### config.mk
export PLATFORM = sky130hd
export DESIGN_NAME = dac_spi_tx_flat
export DESIGN_NICKNAME = d
export VERILOG_FILES = /design/src/rtl/dac_spi_tx_pkg.sv /design/src/rtl/dac_spi_tx_if.sv /design/src/rtl/dac_sclk_div.sv /design/src/rtl/dac_spi_tx.sv /design/src/flat_wrapper.sv
export SDC_FILE = /design/constraint.sdc
export NUM_CORES = 1
export LEC_CHECK = 0
export CAP_MARGIN = 20
export CELL_PAD_IN_SITES_DETAIL_PLACEMENT = 0
export CELL_PAD_IN_SITES_GLOBAL_PLACEMENT = 1
export CORE_MARGIN = 1.5
export CORE_UTILIZATION = 45
export DETAILED_ROUTE_END_ITERATION = 6
export HOLD_SLACK_MARGIN = 0.08
export PLACE_DENSITY = 0.86
export SYNTH_ARGS = -nofsm -noshare
export SYNTH_HDL_FRONTEND = slang
export SYNTH_SLANG_ARGS = --single-unit
### constraint.sdc
create_clock -name clk -period 3.9 [get_ports clk]
set_input_delay 0.39 -clock clk [delete_from_list [all_inputs] [get_ports clk]]
set_output_delay 0.39 -clock clk [all_outputs]
set_load 0.005 [all_outputs]
### src/rtl/dac_spi_tx_pkg.sv
// Shared definitions for the DAC SPI transmitter: frame width, default sclk
// dividers, FSM state encoding and the half-period counter width helper.
package dac_spi_tx_pkg;

    localparam int DAC_DW       = 16;
    localparam int DIV_FAST_DEF = 1;
    localparam int DIV_SLOW_DEF = 4;

    typedef enum logic [2:0] {
        ST_IDLE  = 3'd0,
        ST_SETUP = 3'd1,
        ST_SHIFT = 3'd2,
        ST_HOLD  = 3'd3,
        ST_GAP   = 3'd4
    } state_e;

    // One extra bit above clog2 so the largest divider value itself fits.
    function automatic int half_cnt_w(input int div_a, input int div_b);
        return $clog2((div_a > div_b) ? div_a : div_b) + 1;
    endfunction

endpackage

### src/rtl/dac_spi_tx_if.sv
// Sample-side handshake of the DAC SPI transmitter: the producer (mixer) is
// the master, the transmitter is the slave.
interface dac_spi_tx_if
    import dac_spi_tx_pkg::*;
#(
    parameter int DW = DAC_DW
) ();

    logic [DW-1:0] sample_i;
    logic          sample_valid_i;
    logic          sample_ready_o;
    logic          speed_sel_i;

    modport master (
        output sample_i,
        output sample_valid_i,
        output speed_sel_i,
        input  sample_ready_o
    );

    modport slave (
        input  sample_i,
        input  sample_valid_i,
        input  speed_sel_i,
        output sample_ready_o
    );

endinterface

### src/rtl/dac_sclk_div.sv
// Loadable half-period counter: after a load with H it emits a one-cycle tick
// on the last cycle of every H-cycle window while enabled.
module dac_sclk_div
    import dac_spi_tx_pkg::*;
#(
    parameter int CW = 3
) (
    input  logic          clk,
    input  logic          rst_n,
    input  logic          en_i,
    input  logic          load_i,
    input  logic [CW-1:0] half_i,
    output logic          tick_o
);

    logic [CW-1:0] cnt_q, cnt_d;
    logic [CW-1:0] half_q, half_d;
    logic          wrap;

    assign wrap   = (cnt_q == half_q - CW'(1));
    assign tick_o = en_i & wrap;

    // NOTE: every always_comb output gets a default first so no latch is inferred.
    always_comb begin
        cnt_d  = cnt_q;
        half_d = half_q;
        if (load_i) begin
            cnt_d  = '0;
            half_d = half_i;
        end else if (en_i) begin
            cnt_d = wrap ? '0 : cnt_q + CW'(1);
        end
    end

    // NOTE: state registers use non-blocking assignments only.
    always_ff @(posedge clk or negedge rst_n) begin
        if (!rst_n) begin
            cnt_q  <= '0;
            half_q <= CW'(1);
        end else begin
            cnt_q  <= cnt_d;
            half_q <= half_d;
        end
    end

endmodule

### src/rtl/dac_spi_tx.sv
// SPI master framing one DW-bit sample MSB-first to the DAC (CPOL=0, DAC
// samples on sclk fall). Optional one-entry input buffer: DAC_SPI_TX_DBUF_EN.
module dac_spi_tx
    import dac_spi_tx_pkg::*;
#(
    parameter int DW       = DAC_DW,
    parameter int DIV_FAST = DIV_FAST_DEF,
    parameter int DIV_SLOW = DIV_SLOW_DEF
) (
    input  logic               clk,
    input  logic               rst_n,
    dac_spi_tx_if.slave        s_if,
    output logic               dac_csb_o,
    output logic               dac_sclk_o,
    output logic               dac_mosi_o,
    output logic               frame_done_o
);

    localparam int              CW     = half_cnt_w(DIV_FAST, DIV_SLOW);
    localparam int              BW     = $clog2(DW + 1);
    localparam logic [CW-1:0]   H_FAST = CW'(DIV_FAST);
    localparam logic [CW-1:0]   H_SLOW = CW'(DIV_SLOW);
    localparam logic [BW-1:0]   BITS   = BW'(DW);

    state_e        state_q, state_d;
    logic          csb_q, csb_d;
    logic          sclk_q, sclk_d;
    logic          mosi_q, mosi_d;
    logic          ready_q, ready_d;
    logic          frame_done_q, frame_done_d;
    logic [DW-1:0] shreg_q, shreg_d;
    logic [BW-1:0] bit_cnt_q, bit_cnt_d;

    logic          accept;
    logic          tick;
    logic          start;
    logic [DW-1:0] start_sample;
    logic          start_fast;
    logic          div_load;
    logic [CW-1:0] div_half;

    assign accept = s_if.sample_valid_i & ready_q;

`ifdef DAC_SPI_TX_DBUF_EN
    logic [DW-1:0] buf_q, buf_d;
    logic          buf_fast_q, buf_fast_d;
    logic          buf_valid_q, buf_valid_d;
    logic          start_point;

    // A frame may begin from IDLE or straight out of GAP; a buffered sample
    // always goes first, otherwise an accept this cycle bypasses the buffer.
    always_comb begin
        start_point  = (state_q == ST_IDLE) | ((state_q == ST_GAP) & tick);
        start        = start_point & (buf_valid_q | accept);
        start_sample = buf_valid_q ? buf_q : s_if.sample_i;
        start_fast   = buf_valid_q ? buf_fast_q : s_if.speed_sel_i;
        buf_d        = buf_q;
        buf_fast_d   = buf_fast_q;
        buf_valid_d  = buf_valid_q;
        if (start & buf_valid_q)
            buf_valid_d = 1'b0;
        if (accept & ~(start & ~buf_valid_q)) begin
            buf_d       = s_if.sample_i;
            buf_fast_d  = s_if.speed_sel_i;
            buf_valid_d = 1'b1;
        end
    end

    assign ready_d = ~buf_valid_d;

    // NOTE: data-only registers are reset too; it is cheap at this size and
    // keeps every pin and stored value deterministic after reset.
    always_ff @(posedge clk or negedge rst_n) begin
        if (!rst_n) begin
            buf_q       <= '0;
            buf_fast_q  <= 1'b0;
            buf_valid_q <= 1'b0;
        end else begin
            buf_q       <= buf_d;
            buf_fast_q  <= buf_fast_d;
            buf_valid_q <= buf_valid_d;
        end
    end
`else
    always_comb begin
        start        = (state_q == ST_IDLE) & accept;
        start_sample = s_if.sample_i;
        start_fast   = s_if.speed_sel_i;
    end

    assign ready_d = (state_d == ST_IDLE);
`endif

    dac_sclk_div #(
        .CW (CW)
    ) u_div (
        .clk    (clk),
        .rst_n  (rst_n),
        .en_i   (state_q != ST_IDLE),
        .load_i (div_load),
        .half_i (div_half),
        .tick_o (tick)
    );

    // Every phase lasts one divider window; tick marks its last cycle.
    always_comb begin
        state_d      = state_q;
        csb_d        = csb_q;
        sclk_d       = sclk_q;
        mosi_d       = mosi_q;
        frame_done_d = 1'b0;
        shreg_d      = shreg_q;
        bit_cnt_d    = bit_cnt_q;
        div_load     = 1'b0;
        div_half     = start_fast ? H_FAST : H_SLOW;

        unique case (state_q)
            ST_IDLE: state_d = ST_IDLE;
            ST_SETUP: begin
                if (tick) begin
                    state_d = ST_SHIFT;
                    sclk_d  = 1'b1;
                    mosi_d  = shreg_q[DW-1];
                    shreg_d = {shreg_q[DW-2:0], 1'b0};
                end
            end
            ST_SHIFT: begin
                if (tick) begin
                    if (sclk_q) begin
                        sclk_d    = 1'b0;
                        bit_cnt_d = bit_cnt_q - BW'(1);
                    end else if (bit_cnt_q == '0) begin
                        state_d = ST_HOLD;
                    end else begin
                        sclk_d  = 1'b1;
                        mosi_d  = shreg_q[DW-1];
                        shreg_d = {shreg_q[DW-2:0], 1'b0};
                    end
                end
            end
            ST_HOLD: begin
                if (tick) begin
                    state_d      = ST_GAP;
                    csb_d        = 1'b1;
                    mosi_d       = 1'b0;
                    frame_done_d = 1'b1;
                end
            end
            ST_GAP: begin
                if (tick)
                    state_d = ST_IDLE;
            end
            default: state_d = ST_IDLE;
        endcase

        if (start) begin
            state_d   = ST_SETUP;
            csb_d     = 1'b0;
            sclk_d    = 1'b0;
            mosi_d    = 1'b0;
            shreg_d   = start_sample;
            bit_cnt_d = BITS;
            div_load  = 1'b1;
        end
    end

    always_ff @(posedge clk or negedge rst_n) begin
        if (!rst_n) begin
            state_q      <= ST_IDLE;
            csb_q        <= 1'b1;
            sclk_q       <= 1'b0;
            mosi_q       <= 1'b0;
            ready_q      <= 1'b0;
            frame_done_q <= 1'b0;
            shreg_q      <= '0;
            bit_cnt_q    <= '0;
        end else begin
            state_q      <= state_d;
            csb_q        <= csb_d;
            sclk_q       <= sclk_d;
            mosi_q       <= mosi_d;
            ready_q      <= ready_d;
            frame_done_q <= frame_done_d;
            shreg_q      <= shreg_d;
            bit_cnt_q    <= bit_cnt_d;
        end
    end

    assign s_if.sample_ready_o = ready_q;
    assign dac_csb_o           = csb_q;
    assign dac_sclk_o          = sclk_q;
    assign dac_mosi_o          = mosi_q;
    assign frame_done_o        = frame_done_q;

endmodule

### src/flat_wrapper.sv
// flat-port wrapper written by rule: the top's interface ports become plain ports
module dac_spi_tx_flat import dac_spi_tx_pkg::*;
#(
    parameter int DW       = DAC_DW,
    parameter int DIV_FAST = DIV_FAST_DEF,
    parameter int DIV_SLOW = DIV_SLOW_DEF
)
  (clk, rst_n, dac_csb_o, dac_sclk_o, dac_mosi_o, frame_done_o, s_if_sample_i, s_if_sample_valid_i, s_if_speed_sel_i, s_if_sample_ready_o);
  dac_spi_tx_if #(.DW(DW)) s_if_i ();
  input  logic clk;
  input  logic rst_n;
  output logic dac_csb_o;
  output logic dac_sclk_o;
  output logic dac_mosi_o;
  output logic frame_done_o;
  input wire logic [$bits(s_if_i.sample_i)-1:0] s_if_sample_i;
  input wire logic [$bits(s_if_i.sample_valid_i)-1:0] s_if_sample_valid_i;
  input wire logic [$bits(s_if_i.speed_sel_i)-1:0] s_if_speed_sel_i;
  output wire logic [$bits(s_if_i.sample_ready_o)-1:0] s_if_sample_ready_o;
  assign s_if_i.sample_i = s_if_sample_i;
  assign s_if_i.sample_valid_i = s_if_sample_valid_i;
  assign s_if_i.speed_sel_i = s_if_speed_sel_i;
  assign s_if_sample_ready_o = s_if_i.sample_ready_o;
  dac_spi_tx #(.DW(DW), .DIV_FAST(DIV_FAST), .DIV_SLOW(DIV_SLOW)) u_core (.clk(clk), .rst_n(rst_n), .s_if(s_if_i), .dac_csb_o(dac_csb_o), .dac_sclk_o(dac_sclk_o), .dac_mosi_o(dac_mosi_o), .frame_done_o(frame_done_o));
endmodule
==> run metrics, run 1 <==
outcome=complete, no violations; die width=66.15 µm; CTS clk-pin slew, worst paths=60 ps; library cells used by synthesis=40; Post-route DRC=0; Sinks on Clock Net=34; area delta synth->final=18.13%; fin nets=228; die height=66.15 µm; kind of critical path=reg2reg; Fill cells=334; leakage=0.0008448 µW; grt ovf=0; routed len/inst=14.81 µm; crit path max fanout=18; CTS Hold Buffers Added=0; VDD IR max=0.0002347 V; DRT antenna net count=0; first-pass GRT wire length=6.527 mm; Synth Cell Area=0.001794 mm²; worst slack, placed=1751 ps; All-Layer GR Usage=19.72%; Initial Util=47.93%; vias per inst=5.619; syn nets=208; post-synthesis instance total=185; H-tree depth=2; CTS max path bufs=2; die area=0.004375 mm²; Worst-Margin Slew=828.2 ps; Worst Setup Start Kind=register; antenna diode count=0; top cell type by total area after synthesis=dfrtp_1; total power=633.2 µW; Worst Path Buf+Inv=1; worst hold path type=reg2reg; initial antenna violation count=0; syn_area_per_cell=9.698 µm²; clock buffer count from CTS=5; core box area=0.003744 mm²; Seq cells post-synth=34; Max Slew Vio Count=0; Top FF cell, synth=dfrtp_1; RSZ-0062 raised after global routing=false; Finished Layout Cells=252; # port buffers=24; final number of setup-violating endpoints=0; Slew HR=44.78%; CP max stage delay=630 ps; Worst-Skew Late Latency=280 ps; pin count of the biggest net entering global routing=35; min cycle time layout=2145 ps; CP Cell Sequence=inv_1 > ha_1 > nor4b_2 > o31ai_4 > and2_4 > o211ai_1; via count=1,416; DR iter-0 viols=105; routed wire length=3.732 mm; Post-synth EDFFs=0; Synth async-reset ratio=100.0%; Layout Skew=8.043 ps; post-cts resize count=0; sequential cell area fraction in the yosys report=47.56%; layout cells sized above 1=10.78%; Worst EP required=4050 ps; pwr/cell area=298.8 mW/mm²; # rows=22; Synth top area share=44.63%; I/O pin cnt=25; family with the most delay on the worst path=compound AO/OA/AOI/OAI gates; Final Hold Viols=0; synth top area cells=dfrtp_1, nand2_1, o211ai_2, nand3_1, dfstp_2; vias in the first global route=1,359; Fin Hold WS=496.5 ps; placed cell count=246; CP max stage cell=o31ai_4; max-cap viol count=0; Post CTS Setup Buffer Count=0; TritonCTS clock tree=done; final worst path period share=55.00%; Yosys warnings=0; GPL Wtd Cong=0.8193; Max Fclk=466.2 MHz; first-pass detailed-route iteration total=4; setup TNS=0 ps; final worst-path setup slack=1755 ps; Worst EP arrival=2300 ps; Crit. End Element=register; HPWL Detailed=2.422 mm; CTS root buf=clkbuf_8
cells in the final DEF, fill, tap and decap left out, types with 2 or more instances in the layout:
cell type,synthesis,layout
o211ai_2,8,8
or3b_1,2,2
and2_1,2,2
nor3_1,3,3
nand2b_1,4,4
or3_1,2,2
a32o_1,2,2
a21o_1,3,3
a21oi_1,7,7
o21ai_0,3,3
ha_1,3,3
mux2i_1,4,4
nor2_1,2,2
and3_1,2,2
dfstp_2,2,2
nand3_1,19,19
clkdlybuf4s50_1,0,24
o31ai_1,2,2
o211ai_1,7,7
nor3b_1,2,2
nand2_1,41,41
inv_1,6,6
dfrtp_1,32,32
clkbuf_8,0,6
where the power goes:
group          switching [µW]  internal, µW  leakage [µW]
Sequential                  0           353      0.000374
Clock                     118           136     0.0000431
Combinational            9.36          17.3      0.000427
Total                     127           506      0.000845
sequential cells by signal, indices dropped and copies added, names as in the netlist:
signal / cells
u_core.dac_sclk_o: 1
u_core.dac_mosi_o: 1
u_core.dac_csb_o: 1
u_core.frame_done_o: 1
u_core.s_if.sample_ready_o: 1
u_core.bit_cnt_q: 5
u_core.shreg_q: 16
u_core.state_q: 3
u_core.u_div.half_q: 2
u_core.u_div.cnt_q: 3
cell families after synthesis:
kind of cell	count (synthesis)	share of synthesized area, %
fa+ha+maj	3	2.092
compound gates	37	17.22
buf+inv	18	4.881
flops	34	47.56
xor+xnor	2	0.9765
mux	6	3.696
simple gates	85	23.57
synth_stat cells, drive strengths merged, types with 3 or more instances:
library cell  count
a21o              3
a21oi             7
and2              3
buf               6
clkbuf            6
dfrtp            32
ha                3
inv               6
mux2i             4
nand2            41
nand2b            4
nand3            19
nor3              3
o211ai           15
o21ai             4
o31ai             3
stage by stage:
step / area (µm²) / utilization (%)
floorplan: 1794 / -
global route: 2120 / 56.62
finish: 2120 / 56.62
detailed placement: 2037 / 54.41
CTS: 2120 / 56.62
global placement: 2037 / 54.41
worst min-delay path, cell delays in order (launching register included):
cell and delay, ps:
dfstp_2 390, nand2_1 60, nand2_1 50
path summary, 6_finish.rpt:
kind / from / endpoint / slack [ps] / cells after the start
worst max-delay path: u_core.bit_cnt_q[0] / u_core.shreg_q[4] / 1760 / 6
worst min-delay path: u_core.u_div.half_q[0] / u_core.u_div.half_q[0] / 500 / 2
worst max register to register: u_core.bit_cnt_q[0] / u_core.shreg_q[4] / 1760 / 6
worst min register to register: u_core.u_div.half_q[0] / u_core.u_div.half_q[0] / 500 / 2
max in group asynchronous: rst_n / u_core.u_div.half_q[0] / 3040 / 2
min in group asynchronous: rst_n / u_core.state_q[2] / 520 / 2
layout make-up:
cell class                 count  area (µm²)  area share (%)
clock buffer                   6       82.58           3.896
sequential                    34       853.3           40.26
multi-input combinational    133       853.3           40.26
tap                           48       60.06           2.834
inverter                       6       22.52           1.063
timing repair buffer          25       247.7           11.69
metal layers:
| metal | global-route usage (%) | vias to the layer above | wire length, µm |
|---|---|---|---|
| met5 | 0 | - | 0 |
| met4 | 6.888 | 0 | 53 |
| met3 | 5.622 | 5 | 166 |
| met2 | 28.13 | 35 | 1643 |
| met1 | 28.52 | 683 | 1868 |
| li1 | - | 693 | - |
Note: power is estimated with default switching activity, not from simulation.
==> run 2, diff against run 1 <==
--- a/config.mk
+++ b/config.mk
@@ -9,10 +9,10 @@
 export CELL_PAD_IN_SITES_DETAIL_PLACEMENT = 0
 export CELL_PAD_IN_SITES_GLOBAL_PLACEMENT = 1
 export CORE_MARGIN = 1.5
-export CORE_UTILIZATION = 45
+export CORE_UTILIZATION = 37
 export DETAILED_ROUTE_END_ITERATION = 6
 export HOLD_SLACK_MARGIN = 0.08
-export PLACE_DENSITY = 0.86
+export PLACE_DENSITY = 0.76
 export SYNTH_ARGS = -nofsm -noshare
 export SYNTH_HDL_FRONTEND = slang
 export SYNTH_SLANG_ARGS = --single-unit
==> constraint.sdc (replaced) <==
create_clock -name clk -period 1.9 [get_ports clk]
set_input_delay 0.19 -clock clk [delete_from_list [all_inputs] [get_ports clk]]
set_output_delay 0.19 -clock clk [all_outputs]
set_load 0.005 [all_outputs]
==> run 2 against run 1 <==
Effect of this change: fmax is 21% higher; critical path depth is 2 lower; routed wire length is 6.9% higher; clock-buffer cell count is 1 higher; register-to-register slack worse by 1600 ps; hold slack worse by 180 ps; cell count is 6.7% higher; largest power group unchanged.
==> run metrics, run 2 (same netlist as run 1, synthesis figures left out) <==
outcome=complete, no violations; leakage=0.0008938 µW; Worst Setup Start Kind=register; area delta synth->final=22.80%; most common cell after layout, fill and taps aside=nand2_1; initial antenna violation count=0; fin nets=237; first-pass detailed-route iteration total=4; via count=1,475; Final Hold Viols=0; pin count of the biggest net entering global routing=35; Post CTS Setup Buffer Count=0; Sinks on Clock Net=34; reg-to-reg startpoint=u_core.u_div.half_q[0]; termination of the worst setup path=u_core.shreg_q[7]; Layout Skew=12.48 ps; GPL Wtd Cong=0.8097; HPWL Detailed=2.834 mm; CP max stage delay=560 ps; Post-DP Area=0.002112 mm²; Worst EP arrival=1920 ps; routed len/inst=14.83 µm; layout cells sized above 1=14.88%; r2r setup slk=130 ps; RSZ-0062 raised after global routing=false; clock buffer count from CTS=5; Worst Reg-to-Reg Cells=4; All-Layer GR Usage=16.30%; Fill cells=460; core box area=0.004692 mm²; Worst EP required=2040 ps; vias per inst=5.483; pwr/cell area=604.1 mW/mm²; CTS clk-pin slew, worst paths=80 ps; CTS Hold Buffers Added=0; grt ovf=0; met2 GRT Util=25.59%; final worst path period share=93.36%; CTS max path bufs=2; # port buffers=24; TritonCTS clock tree=done; Worst-Margin Slew=432.8 ps; max-cap viol count=0; met1 usage=22.43%; Slew HR=70.32%; DRT antenna net count=0; VDD IR max=0.0003542 V; worst hold path type=in2async; kind of critical path=reg2reg; most frequent cells in the layout=nand2_1, dfrtp_1, clkdlybuf4s50_1, nand3_1, buf_4; first-pass GRT wire length=6.693 mm; Max Slew Vio Count=0; crit path max fanout=18; Crit. End Element=register; CP max stage cell=dfstp_2; vias in the first global route=1,452; post-cts resize count=0; top flop regs=u_core.shreg_q: 16 flops, u_core.bit_cnt_q: 5 flops; number of flip-flops in the largest register=16; routed wire length=3.989 mm; die width=72.64 µm; final number of setup-violating endpoints=0; CTS root buf=clkbuf_8; I/O pin cnt=25; Reg with most FFs=u_core.shreg_q; # rows=25; Reg2Reg Capture Point=u_core.shreg_q[7]; die area=0.005276 mm²; setup TNS=0 ps; met3 GRT Util=3.315%; min cycle time layout=1774 ps; Most Used Layer, Global Route=met2; die height=72.64 µm; H-tree depth=2; crit path launch=u_core.u_div.half_q[0]; DR iter-0 viols=95; antenna diode count=0; Worst-Skew Late Latency=280 ps; fin area=0.002203 mm²; Post-route DRC=0; Initial Util=38.24%; CP Cell Sequence=nor4b_1 > mux2_4 > and2_4 > o211ai_1; Max Fclk=563.8 MHz
## run 2: cell count changes in the layout (fill, tap and decap cells not counted), sizes merged
cell	delta
clkbuf	+1
clkinv	+1
buf	+9
## run 2: worst min path at each step
stage | slack (ps) | to | depth (start not counted) | start
2_1_floorplan | -110 | u_core.bit_cnt_q[0] | 0 | rst_n
3_3_place_gp | 470 | u_core.u_div.half_q[0] | 2 | u_core.u_div.half_q[0]
3_5_place_dp | 490 | u_core.u_div.half_q[0] | 2 | u_core.u_div.half_q[0]
4_1_cts | 330 | u_core.u_div.cnt_q[0] | 2 | rst_n
5_1_grt | 370 | u_core.u_div.cnt_q[0] | 2 | rst_n
6_report | 320 | u_core.u_div.cnt_q[0] | 2 | rst_n
## run 2: layer usage
layer,vias to the layer above,routed length [µm]
li1,709,-
met1,737,1869
met2,24,1959
met3,5,111
met4,0,48
met5,-,0
## run 2: layout make-up
| cell class | instances | area, µm² | area share (%) |
|---|---|---|---|
| timing repair buffer | 34 | 315.3 | 14.31 |
| tap | 54 | 67.56 | 3.066 |
| clock inverter | 1 | 5.005 | 0.2271 |
| inverter | 6 | 22.52 | 1.022 |
| clock buffer | 7 | 86.33 | 3.918 |
| sequential | 34 | 853.3 | 38.73 |
| multi-input combinational | 133 | 853.3 | 38.73 |
## run 2: critical path, delay by kind of cell (launching register included)
family,cells,cell delay [ps]
AND/OR/NAND/NOR,2,630
flip-flops,1,560
AO/OA/AOI/OAI,1,150
multiplexers,1,300
## run 2: where the power goes
part | internal, µW | switching, µW | leakage [µW] | total [µW]
registers | 724 | 0 | 0.000374 | 724
logic | 35.5 | 19.8 | 0.000471 | 55.3
clock network | 292 | 260 | 0.0000482 | 552
total | 1050 | 279 | 0.000894 | 1330
## run 2: per-stage QoR
stage	cells	hold slack, ps	setup slack (ps)	utilization, %	total power [µW]
6_report	269	321.0	126.2	46.96	1331
5_1_grt	269	367.6	12.89	46.96	1383
4_1_cts	269	332.9	109.9	46.96	1347
3_5_place_dp	261	488.9	121.7	45.01	793.8
3_3_place_gp	261	470.9	217.4	45.01	792.8
2_1_floorplan	185	-105.6	152.7	-	738.0
